==> src/rtl/ikaopll_slotgen.sv <==
// Slot/timing generator: phi1 clock enables from phiM, subcycle/group slot
// counter, frame counter, group delay line and per-slot decode outputs.
module ikaopll_slotgen #(
    parameter int                PHI_DIV  = 4,
    parameter int                SUBCYC   = 6,
    parameter int                GROUPS   = 3,
    parameter int                NMATCH   = 4,
    parameter int                DLY      = 2,
    parameter logic [SUBCYC-1:0] MNC_MASK = 6'b100011,
    parameter int                FRAMEW   = 8,
    localparam int               SLOTS    = SUBCYC * GROUPS,
    localparam int               SLOTW    = $clog2(SLOTS),
    localparam int               SCW      = $clog2(SUBCYC),
    localparam int               GW       = (GROUPS > 1) ? $clog2(GROUPS) : 1
) (
    input  logic                    i_EMUCLK,
    input  logic                    i_IC_n,
    input  logic                    i_phiM_PCEN_n,
    input  logic                    i_HOLD,
    input  logic                    i_RHYTHM_EN,
    input  logic [NMATCH*SLOTW-1:0] i_MATCH_VAL,
    output logic                    o_phi1_PCEN_n,
    output logic                    o_phi1_NCEN_n,
    output logic [SLOTW-1:0]        o_SLOT,
    output logic [SCW-1:0]          o_SUBCYC,
    output logic [GW-1:0]           o_GROUP,
    output logic [GW-1:0]           o_GROUP_DLY,
    output logic [NMATCH-1:0]       o_MATCH,
    output logic                    o_FRAME_TICK,
    output logic [FRAMEW-1:0]       o_FRAME_CNT,
    output logic                    o_RHYTHM_ACT,
    output logic                    o_MnC_SEL
);

    localparam int             DW       = (PHI_DIV > 1) ? $clog2(PHI_DIV) : 1;
    localparam logic [DW-1:0]  DIV_LAST = DW'(PHI_DIV - 1);
    localparam logic [DW-1:0]  DIV_HALF = DW'(PHI_DIV / 2);
    localparam logic [SCW-1:0] SUB_LAST = SCW'(SUBCYC - 1);
    localparam logic [GW-1:0]  GRP_LAST = GW'(GROUPS - 1);

    logic            pcen;
    logic            ic_sync_p0, ic_sync_p1, ic_sync_p2;
    logic            init;
    logic            run;
    logic [DW-1:0]   div;
    logic            phi_p, phi_n;
    logic            adv;
    logic            frame_wrap;
    logic [SCW-1:0]  sub;
    logic [GW-1:0]   grp;
    logic [FRAMEW-1:0] frame;
    logic            rhythm;
    logic [GW-1:0]   dly [DLY];

    assign pcen = ~i_phiM_PCEN_n;

    // Reset release synchroniser; the async clear holds it at zero while i_IC_n is low
    always_ff @(posedge i_EMUCLK or negedge i_IC_n) begin
        if (!i_IC_n) begin
            ic_sync_p0 <= 1'b0;
            ic_sync_p1 <= 1'b0;
            ic_sync_p2 <= 1'b0;
        end else if (pcen) begin
            ic_sync_p0 <= 1'b1;
            ic_sync_p1 <= ic_sync_p0;
            ic_sync_p2 <= ic_sync_p1;
        end
    end

    // init is the one-enable window between the p1 and p2 rising; run opens after it
    assign init = ic_sync_p1 & ~ic_sync_p2;
    assign run  = ic_sync_p2;

    always_ff @(posedge i_EMUCLK or negedge i_IC_n) begin
        if (!i_IC_n) begin
            div <= '0;
        end else if (pcen) begin
            if (init || div == DIV_LAST) begin
                div <= '0;
            end else begin
                div <= div + DW'(1);
            end
        end
    end

    assign phi_p         = pcen & run & (div == '0);
    assign phi_n         = pcen & run & (div == DIV_HALF);
    assign o_phi1_PCEN_n = ~phi_p;
    assign o_phi1_NCEN_n = ~phi_n;

    assign adv        = phi_n & ~i_HOLD;
    assign frame_wrap = adv & (sub == SUB_LAST) & (grp == GRP_LAST);

    always_ff @(posedge i_EMUCLK or negedge i_IC_n) begin
        if (!i_IC_n) begin
            sub    <= '0;
            grp    <= '0;
            frame  <= '0;
            rhythm <= 1'b0;
            for (int k = 0; k < DLY; k++) begin
                dly[k] <= '0;
            end
        end else if (pcen && init) begin
            sub    <= '0;
            grp    <= '0;
            frame  <= '0;
            rhythm <= i_RHYTHM_EN;
            for (int k = 0; k < DLY; k++) begin
                dly[k] <= '0;
            end
        end else if (adv) begin
            dly[0] <= grp;
            for (int k = 1; k < DLY; k++) begin
                dly[k] <= dly[k-1];
            end
            if (sub == SUB_LAST) begin
                sub <= '0;
                if (grp == GRP_LAST) begin
                    grp <= '0;
                    frame <= frame + FRAMEW'(1);
                end else begin
                    grp <= grp + GW'(1);
                end
            end else begin
                sub <= sub + SCW'(1);
            end
            if (frame_wrap) begin
                rhythm <= i_RHYTHM_EN;
            end
        end
    end

    assign o_SUBCYC     = sub;
    assign o_GROUP      = grp;
    assign o_GROUP_DLY  = dly[DLY-1];
    assign o_FRAME_CNT  = frame;
    assign o_RHYTHM_ACT = rhythm;
    assign o_SLOT       = SLOTW'(grp) * SLOTW'(SUBCYC) + SLOTW'(sub);
    assign o_FRAME_TICK = (o_SLOT == SLOTW'(SLOTS - 1));
    assign o_MnC_SEL    = MNC_MASK[sub];

    // o_SLOT never reaches SLOTS, so an out-of-range compare value cannot match
    always_comb begin
        o_MATCH = '0;
        for (int n = 0; n < NMATCH; n++) begin
            if (i_MATCH_VAL[n*SLOTW +: SLOTW] == o_SLOT) begin
                o_MATCH[n] = 1'b1;
            end
        end
    end

endmodule

==> config.mk <==
export PLATFORM = sky130hd
export DESIGN_NAME = ikaopll_slotgen
export DESIGN_NICKNAME = d
export VERILOG_FILES = /design/src/rtl/ikaopll_slotgen.sv
export SDC_FILE = /design/constraint.sdc
export NUM_CORES = 1
export LEC_CHECK = 0
export ABC_CLOCK_PERIOD_IN_PS = 2500
export BUFFER_PORTS_ARGS = -buffer_cell sky130_fd_sc_hd__clkbuf_2
export CORE_UTILIZATION = 50
export CTS_CLUSTER_DIAMETER = 50
export DETAILED_ROUTE_END_ITERATION = 8
export PLACE_DENSITY = 0.79
export SLEW_MARGIN = 20
export SYNTH_ARGS = -nofsm -noshare
export SYNTH_HDL_FRONTEND = slang
export SYNTH_SLANG_ARGS = --single-unit
==> constraint.sdc <==
create_clock -name i_EMUCLK -period 2.5 [get_ports i_EMUCLK]
set_input_delay 0.375 -clock i_EMUCLK [delete_from_list [all_inputs] [get_ports i_EMUCLK]]
set_output_delay 0.375 -clock i_EMUCLK [all_outputs]
set_load 0.02 [all_outputs]
==> results.md, run 1 <==
- Fraction of post-synthesis cell area in the top cell type by area: 36.7%
- Yosys warning total: 0
- Highest fanout seen on the critical path: 5
- Fmax: 371 MHz
- Overall global routing resource usage: 24.6%
- Areal power density over the cells: 677 nW/µm²
- Root Buffer: sky130_fd_sc_hd__clkbuf_4
- Std cell rows: 19
- Termination of the worst setup path: o_MATCH[0]
- PnR Total Power: 0.00143 W
- Clock tree from TritonCTS: built
- Number of remaining DRC errors: 6
- Total number of vias: 1,340
- Number of flops mapped to enable cells by yosys: 0
- Reg2Reg Depth: 8
- Critical path arrival: 2.32 ns
- Leading cell type in the layout, fill and taps excluded: sky130_fd_sc_hd__clkbuf_2
- CTS buffer count: 3
- First-pass GRT wire length: 6.18 mm
- Final critical path time including I/O delays and setup: 2.70 ns
- Clock transition at path regs: 0.13 ns
- Maximum vdd drop: 0.000571 V
- Start of the worst register-to-register path: o_GROUP[0]
- Die Span Y: 58.0 µm
- WL/cell: 15.1 µm
- Final worst clock skew: 0.00568 ns
- Number of nets in the synthesized netlist: 200
- Proportion of synthesized chip area in sequential cells: 36.7%
- Number of buffers between clock root and the deepest sink: 2
- Initial cell density of the core: 55.0%
- Worst hold path class: in2async
- Post-Syn Area per Cell: 9.62 µm²
- Max_cap viols: 0
- Port Buffer Count: 53
- Width of the chip: 58.0 µm
- Relative slew slack: 50.9%
- Final number of max-transition violations: 0
- Capture instance of the worst register-to-register path: o_RHYTHM_ACT
- Routed via count divided by cell count: 5.40
- Core region area: 2850 µm²
- Final count of negative-setup-slack endpoints: 5
- Violations in the final reports: design-rule violations, negative setup slack
- Distinct cell type count after synthesis: 36
- Outcome: finished, violations left
- Netlist Area Pre-Place: 1570 µm²
- Worst setup SP type: register
- Flop2flop setup slack: 0.55 ns
- Drt total wl: 3.76 mm
- Cts hold-fix bufs: 0
- Area growth, synth to finish: 35.2%
- Synthesized instance count: 163
- Number of iterations in the first detailed-routing pass: 6
- Overflow left after global routing: 0
- Tcrit/Tclk final: 108%
- Crit Path Category: reg2out
- Layout net count: 255
- I/O pins: 54
- N_diodes: 0
- Fin. Hold Viols: 0
- Maximum number of pins on one net before global-route repair: 24
- Cell types with the largest area share after synthesis: sky130_fd_sc_hd__dfrtp_1 (37%), sky130_fd_sc_hd__xnor2_1 (10%), sky130_fd_sc_hd__ha_1 (8.8%)
- Sink count of the clock tree: 23
- Setup repair after global routing missed its margin: yes
- CTS HTree Levels: 1
- #FFs+latches synth: 23
- Share of async-settable or async-resettable flops after synthesis: 100%
- Slack of the critical path: -0.196 ns
- Leakage: 1.03 nW
- Capturing element type of the critical path: output port
- Dominant register cell in the synthesized netlist: sky130_fd_sc_hd__dfrtp_1
- Required time of the worst setup path: 2.12 ns
- Number of antenna violations at the first check in global routing: 0
- Yosys top cell by area: sky130_fd_sc_hd__dfrtp_1
- Most frequent cells in the layout: sky130_fd_sc_hd__clkbuf_2 (48), sky130_fd_sc_hd__dfrtp_1 (21), sky130_fd_sc_hd__nand2_1 (18)
- Clk Latency, worst-skew pair: 0.32 ns
- Worst slack after detailed placement: 0.0171 ns
- Overall die area: 3360 µm²
- Half-perimeter wire length after placement: 2.61 mm
- Fraction of layout cells with a size suffix above 1: 43.3%
- Final Wtd Congestion: 0.871
- Antenna Violating Nets Remaining: 0
- Setup crit start: o_GROUP[0]
- Number of global-route vias before repair: 1,347
- Worst Max-Slew Pin Slew: 0.734 ns
- DRC marker count from the first detailed-route iteration: 35
-- what timing repair did --
item,CTS,global route
setup buffers,3,1
resized for setup,20,6
endpoints found under the setup margin,6,6
pin swaps,8,6
-- worst max-delay path: stages, from the launching register on --
cell                       delay (ns)
sky130_fd_sc_hd__dfrtp_2         0.44
sky130_fd_sc_hd__inv_2           0.09
sky130_fd_sc_hd__ha_4            0.22
sky130_fd_sc_hd__ha_4            0.28
sky130_fd_sc_hd__nand3_4         0.06
sky130_fd_sc_hd__a32oi_4         0.28
sky130_fd_sc_hd__buf_12          0.16
sky130_fd_sc_hd__xnor2_2         0.08
sky130_fd_sc_hd__nor3_4          0.20
sky130_fd_sc_hd__clkbuf_8        0.17
-- synth_stat cells (2+ instances only) --
cell type and n:
sky130_fd_sc_hd__dfrtp_1 23, sky130_fd_sc_hd__nand2_1 18, sky130_fd_sc_hd__xnor2_1 18, sky130_fd_sc_hd__nand3_1 15
sky130_fd_sc_hd__ha_1 11, sky130_fd_sc_hd__nor2_1 8, sky130_fd_sc_hd__xor2_1 8, sky130_fd_sc_hd__nor3_1 7
sky130_fd_sc_hd__buf_4 6, sky130_fd_sc_hd__inv_1 5, sky130_fd_sc_hd__o21ai_0 5, sky130_fd_sc_hd__a21oi_1 4
sky130_fd_sc_hd__clkbuf_1 4, sky130_fd_sc_hd__mux2_2 3, sky130_fd_sc_hd__a21o_1 2, sky130_fd_sc_hd__and3_1 2
sky130_fd_sc_hd__mux2i_1 2, sky130_fd_sc_hd__nand4_1 2, sky130_fd_sc_hd__nand4b_1 2, sky130_fd_sc_hd__nor2b_1 2
-- state kept, by name (all words and copies together), names as in the netlist, 2 cells and up --
name,flops
o_SUBCYC,3
div,2
o_FRAME_CNT,8
o_GROUP_DLY,2
dly,2
o_GROUP,2
-- how the worst min path moves through the flow --
stage	end	slack, ns	cells past startpoint
CTS	o_FRAME_CNT[0]	0.04	1
global placement	o_RHYTHM_ACT	0.39	1
detailed placement	o_RHYTHM_ACT	0.40	1
finish	o_FRAME_CNT[1]	0.02	1
floorplan	div[0]	0.08	0
global route	o_FRAME_CNT[0]	0.05	1
-- where the power goes --
part           total, W  internal (W)  switching, W  leakage, nW
Clock          0.000174     0.0000599      0.000114       0.0177
Combinational  0.000762      0.000341      0.000421        0.720
Sequential     0.000498      0.000416     0.0000824        0.294
-- layer usage --
layer	global-route usage, %	vias to the layer above	wire [µm]
met2	44.3	47	2020
li1	-	658	-
met1	27.0	622	1410
met3	5.80	13	200
met4	12.2	0	129
met5	0	-	0
-- layout make-up --
class / instances / area [µm²]
timing repair buffer: 61 / 382
fill: 200 / 733
sequential: 23 / 578
multi-input combinational: 124 / 1070
inverter: 5 / 18.8
clock buffer: 3 / 22.5
clock inverter: 1 / 5.00
tap: 31 / 38.8
-- stage by stage --
| stage | area (µm²) | hold WS, ns | TNS, ns | instances | util, % |
|---|---|---|---|---|---|
| after floorplan | 1650 | 0.0794 | 0 | 163 | - |
| after global placement | 1910 | 0.390 | 0 | 240 | 66.8 |
| after detailed placement | 1910 | 0.396 | 0 | 240 | 66.8 |
| after CTS | 2070 | 0.0402 | -0.732 | 247 | 72.7 |
| after global routing | 2120 | 0.0538 | -1.30 | 248 | 74.3 |
| final | 2120 | 0.0184 | -0.835 | 248 | 74.3 |
-- cell families (layout without fill, tap and decap cells) --
| logic type | Yosys count | in the layout | synth area share, % |
|---|---|---|---|
| compound gates | 14 | 14 | 6.54 |
| simple gates | 67 | 67 | 23.4 |
| mux | 5 | 5 | 3.43 |
| buf+inv | 16 | 70 | 5.35 |
| flops | 23 | 23 | 36.7 |
| fa+ha+maj | 12 | 12 | 10.1 |
| xor+xnor | 26 | 26 | 14.5 |
Note: power is estimated with default switching activity, not from simulation.
==> inputs of run 2 (changes only) <==
- CORE_MARGIN: default -> 2
- MAX_ROUTING_LAYER: default -> met4
==> results.md, run 2 (synthesized netlist as in run 1, its figures left out) <==
- Outcome: finished, violations left
- Violations in the final reports: negative setup slack
- Highest fanout seen on the critical path: 5 (unchanged)
- DRC marker count from the first detailed-route iteration: 44 (+26%)
- Layout fillers: 228 (+14%)
- Maximum number of pins on one net before global-route repair: 24 (unchanged)
- N_diodes: 0 (unchanged)
- Fmax: 373 MHz (+0.62%)
- Areal power density over the cells: 684 nW/µm² (+1.0%)
- Overall die area: 3600 µm² (+7.0%)
- Clock transition at path regs: 0.12 ns (about the same)
- Total number of vias: 1,344 (+0.30%)
- Number of iterations in the first detailed-routing pass: 4 (-2)
- Design Area, Final: 2130 µm² (+0.41%)
- Critical path arrival: 2.30 ns (-0.02 ns)
- Worst Max-Slew Pin Slew: 0.692 ns (-0.0429 ns)
- Width of the chip: 60.0 µm (+3.4%)
- Std cell rows: 20 (+1)
- Final count of negative-setup-slack endpoints: 5 (unchanged)
- Leading cell type in the layout, fill and taps excluded: sky130_fd_sc_hd__clkbuf_2
- CP max stage cell: sky130_fd_sc_hd__fa_2
- Reg2Reg Depth: 6 (-2)
- Port Buffer Count: 53 (unchanged)
- Worst hold path class: in2async
- Number of antenna violations at the first check in global routing: 0 (unchanged)
- WL/cell: 13.6 µm (-10%)
- Buffers plus inverters on the worst setup path: 2 (-1)
- Maximum vdd drop: 0.000372 V (-35%)
- Capturing element type of the critical path: output port
- Relative slew slack: 53.7% (+2.9 points)
- Clk Latency, worst-skew pair: 0.31 ns (about the same)
- Stages on the worst setup path: 7 (-2)
- Overflow left after global routing: 0 (unchanged)
- Drt total wl: 3.57 mm (-4.9%)
- Area growth, synth to finish: 35.8%
- CTS HTree Levels: 1 (unchanged)
- Die Span Y: 60.0 µm (+3.4%)
- CP cell instances: buf_6, ha_4, fa_2, xnor2_2, nand3_2, nor3_4, clkbuf_8
- Antenna Violating Nets Remaining: 0 (unchanged)
- Half-perimeter wire length after placement: 2.54 mm (-2.9%)
- Number of remaining DRC errors: 0 (-6)
- Number of buffers between clock root and the deepest sink: 2 (unchanged)
- Final Wtd Congestion: 0.774 (-11%)
- Required time of the worst setup path: 2.12 ns (about the same)
- Fraction of layout cells with a size suffix above 1: 43.1% (-0.20 points)
- Layout net count: 256 (+0.39%)
- Max_cap viols: 0 (unchanged)
- Fin. Hold Viols: 0 (unchanged)
- Area of placed instances: 1910 µm² (+0.46%)
- Clock tree from TritonCTS: built
- Cts hold-fix bufs: 0 (unchanged)
- Final critical path time including I/O delays and setup: 2.68 ns (-0.0167 ns)
- Routed via count divided by cell count: 5.13 (-5.1%)
- Initial cell density of the core: 51.8% (-3.2 points)
- Leakage: 1.02 nW (-0.78%)
- Post-layout util: 70.3% (-4.0 points)
- Slack of the critical path: -0.180 ns (+0.0167 ns)
- Worst setup SP type: register
- Setup repair after global routing missed its margin: yes
- Overall global routing resource usage: 22.1% (-2.6 points)
- Root Buffer: sky130_fd_sc_hd__clkbuf_4
- CTS buffer count: 3 (unchanged)
- Largest stage delay on the critical path: 0.66 ns (+0.22 ns)
- Cell type group with the largest total delay on the critical path: adder cells
- First-pass GRT wire length: 5.88 mm (-4.8%)
- Final number of max-transition violations: 0 (unchanged)
- I/O pins: 54 (unchanged)
- Most frequent cells in the layout: sky130_fd_sc_hd__clkbuf_2 (48), sky130_fd_sc_hd__dfrtp_1 (21), sky130_fd_sc_hd__nand2_1 (18)
- Tcrit/Tclk final: 107% (-0.67 points)
- Final worst clock skew: 0.00155 ns (-0.00413 ns)
- Number of global-route vias before repair: 1,280 (-5.0%)
- Crit Path Category: reg2out
- Core region area: 3030 µm² (+6.1%)
- Flip-flop count of the largest register after layout: 8 (unchanged)
- Sink count of the clock tree: 23 (unchanged)
==> run 2: path summary, 6_finish.rpt <==
kind	endpoint	from	slack, ns
max in group asynchronous	o_GROUP[1]	i_IC_n	2.08
worst max register to register	o_GROUP[0]	div[0]	0.47
worst min register to register	ic_sync_p0	ic_sync_p0	0.49
worst max-delay path	o_MATCH[2]	o_GROUP[0]	-0.18
min in group i_EMUCLK	o_RHYTHM_ACT	i_RHYTHM_EN	0.30
worst min-delay path	o_GROUP_DLY[1]	i_IC_n	0.03
==> run 2: layout make-up <==
type                    count  area [µm²]  share of cell area [%]
well taps                  44        55.1                    2.59
repair buffers             62         388                    18.2
clock buffers               4        26.3                    1.23
multi-input cells         124        1060                    49.9
flip-flops and latches     23         578                    27.2
inverters                   5        18.8                   0.882
==> run 2: through the flow <==
step	power [W]	setup slack [ns]	setup TNS, ns	std cells	hold slack [ns]
finish	0.00145	-0.180	-0.740	262	0.0274
CTS	0.00140	-0.159	-0.723	259	0.0477
global route	0.00155	-0.271	-1.13	262	0.0582
global placement	0.00115	0.0730	0	252	0.390
floorplan	0.00101	0.0179	0	163	0.0794
detailed placement	0.00116	-0.00930	-0.0160	252	0.386
==> run 2: worst reg2reg max path, cell delays in order (launching register included) <==
cell and delay [ns]:
sky130_fd_sc_hd__dfrtp_1 0.43, sky130_fd_sc_hd__inv_1 0.09, sky130_fd_sc_hd__ha_1 0.19, sky130_fd_sc_hd__nand4bb_1 0.37
sky130_fd_sc_hd__nor3_1 0.49, sky130_fd_sc_hd__mux2i_1 0.27, sky130_fd_sc_hd__nor2_1 0.06
==> run 2: what timing repair did <==
action / in CTS / in global routing
pin swaps: 6 / 6
buffers inserted: 3 / 3
resized for setup: 20 / 8
hold endpoints to repair: 0 / 0
setup endpoints to repair: 6 / 5
==> run 2: metal layers <==
layer,global-route usage (%),part of all wire [%],vias up
met5,-,0,-
met1,30.0,44,652
met3,4.11,3.1,4
met2,34.8,52,27
li1,-,-,661
met4,4.13,1.0,0
==> run 2: report_power, final <==
group	leakage [nW]	switching (W)	internal [W]
Combinational	0.715	0.000420	0.000359
Clock	0.0150	0.000106	0.0000623
Sequential	0.294	0.0000920	0.000416
==> inputs of run 3 (changes only) <==
- PLACE_DENSITY: 0.79 -> 0.91
==> results.md, run 3 (synthesized netlist as in run 1, its figures left out) <==
- Max_cap viols: 0 (unchanged)
- PnR Total Power: 0.00160 W (+9.6%)
- Worst slack after detailed placement: 0.0798 ns (+0.0891 ns)
- Leakage: 1.06 nW (+3.5%)
- Number of global-route vias before repair: 1,339 (+4.6%)
- Capturing element type of the critical path: output port
- Largest stage delay on the critical path: 0.64 ns (-0.02 ns)
- Initial cell density of the core: 51.8% (unchanged)
- Antenna Violating Nets Remaining: 0 (unchanged)
- Leading cell type in the layout, fill and taps excluded: sky130_fd_sc_hd__clkbuf_2
- Most frequent cells in the layout: sky130_fd_sc_hd__clkbuf_2 (49), sky130_fd_sc_hd__dfrtp_1 (21), sky130_fd_sc_hd__nand2_1 (18)
- Start of the worst register-to-register path: div[0]
- Violations in the final reports: negative setup slack
- Crit Path Category: reg2out
- Area growth, synth to finish: 39.6%
- CP cell instances: inv_2, ha_4, fa_2, buf_6, xnor2_2, nand3_2, nor3_4, clkbuf_8
- Width of the chip: 60.0 µm (unchanged)
- Layout net count: 262 (+2.3%)
- Final count of negative-setup-slack endpoints: 5 (unchanged)
- Final critical path time including I/O delays and setup: 2.75 ns (+0.0663 ns)
- Outcome: finished, violations left
- Highest fanout seen on the critical path: 5 (unchanged)
- First-pass GRT wire length: 6.25 mm (+6.3%)
- Design Area, Final: 2190 µm² (+2.8%)
- I/O pins: 54 (unchanged)
- WL/cell: 15.8 µm (+16%)
- CP max stage cell: sky130_fd_sc_hd__fa_2
- Number of placed instances, taps included: 255 (+1.2%)
- Area of placed instances: 1940 µm² (+1.2%)
- Root Buffer: sky130_fd_sc_hd__clkbuf_4
- Std cell rows: 20 (unchanged)
- Buffers plus inverters on the worst setup path: 3 (+1)
- Critical path arrival: 2.37 ns (+0.07 ns)
- Number of remaining DRC errors: 0 (unchanged)
- Drt total wl: 4.24 mm (+19%)
- Fin. Hold Viols: 0 (unchanged)
- Flop2flop setup slack: 0.62 ns (+0.15 ns)
- Cts hold-fix bufs: 0 (unchanged)
- Slack of the critical path: -0.246 ns (-0.0663 ns)
- Final Wtd Congestion: 0.788 (+1.7%)
- Maximum number of pins on one net before global-route repair: 24 (unchanged)
- Overall die area: 3600 µm² (unchanged)
- Number of antenna violations at the first check in global routing: 0 (unchanged)
- N_diodes: 0 (unchanged)
- Final worst clock skew: 0.00350 ns (+0.00195 ns)
- Worst hold path class: in2async
- DRC marker count from the first detailed-route iteration: 60 (+36%)
- Setup repair after global routing missed its margin: yes
- Worst setup SP type: register
- Worst Max-Slew Pin Slew: 0.812 ns (+0.121 ns)
- Fraction of layout cells with a size suffix above 1: 45.5% (+2.4 points)
- Flip-flop count of the largest register after layout: 8 (unchanged)
- CTS buffer count: 3 (unchanged)
- Clk Latency, worst-skew pair: 0.32 ns (about the same)
- Overflow left after global routing: 0 (unchanged)
- Cell type group with the largest total delay on the critical path: adder cells
- Relative slew slack: 45.6% (-8.1 points)
- Clock transition at path regs: 0.14 ns (+0.02 ns)
- Total number of vias: 1,435 (+6.8%)
- Maximum vdd drop: 0.000474 V (+27%)
- Number of buffers between clock root and the deepest sink: 2 (unchanged)
- Port Buffer Count: 53 (unchanged)
- Areal power density over the cells: 729 nW/µm² (+6.6%)
- Tcrit/Tclk final: 110% (+2.7 points)
- CTS HTree Levels: 1 (unchanged)
- Fmax: 364 MHz (-2.4%)
- Routed via count divided by cell count: 5.35 (+4.4%)
- Half-perimeter wire length after placement: 2.66 mm (+5.0%)
- Overall global routing resource usage: 24.7% (+2.6 points)
- Core region area: 3030 µm² (unchanged)
- Sink count of the clock tree: 23 (unchanged)
- Clock tree from TritonCTS: built
- Final hold slack: 0.0107 ns (-0.0167 ns)
- Number of cells in the finished layout apart from fillers: 268 (+2.3%)
- Final number of max-transition violations: 0 (unchanged)
- Number of iterations in the first detailed-routing pass: 4 (unchanged)
- Die Span Y: 60.0 µm (unchanged)
- Setup crit start: o_GROUP[0]
- Required time of the worst setup path: 2.12 ns (about the same)
==> run 3: power by group <==
group          total [W]  internal (W)  switching (W)
clock network   0.000183     0.0000612       0.000122
registers       0.000499      0.000416      0.0000828
logic           0.000913      0.000429       0.000484
total            0.00160      0.000906       0.000689
==> run 3: cell type report <==
type	count	area, µm²
multi-input combinational	124	1070
fill	208	840
sequential	23	578
timing repair buffer	68	432
tap	44	55.1
clock buffer	3	22.5
inverter	5	18.8
clock inverter	1	7.51
==> run 3: final timing paths <==
check,to,cells past startpoint
worst min-delay path,o_FRAME_CNT[6],1
worst min register to register,o_GROUP_DLY[0],2
worst max register to register,o_RHYTHM_ACT,6
worst max-delay path,o_MATCH[1],8
min in group i_EMUCLK,o_RHYTHM_ACT,2
max in group asynchronous,o_GROUP[1],1
==> run 3: routing by layer <==
metal  track usage, %  vias to the layer above  routed length, µm
li1                 -                      677                  -
met1             27.4                      685               1660
met2             42.2                       57               2240
met3             7.14                       16                222
met4             8.25                        0                121
met5                -                        -                  0
==> run 3: metrics by stage <==
stage                     TNS, ns  utilization, %
final                      -0.999            72.3
after global routing        -1.45            72.3
after CTS                  -0.759            71.7
after detailed placement        0            64.0
after global placement          0            64.0
after floorplan                 0               -
==> run 3: timing repair <==
item | in CTS | in global routing
pin swaps | 10 | 4
setup endpoints to repair | 5 | 6
resized for setup | 26 | 3
buffers inserted | 9 | 0
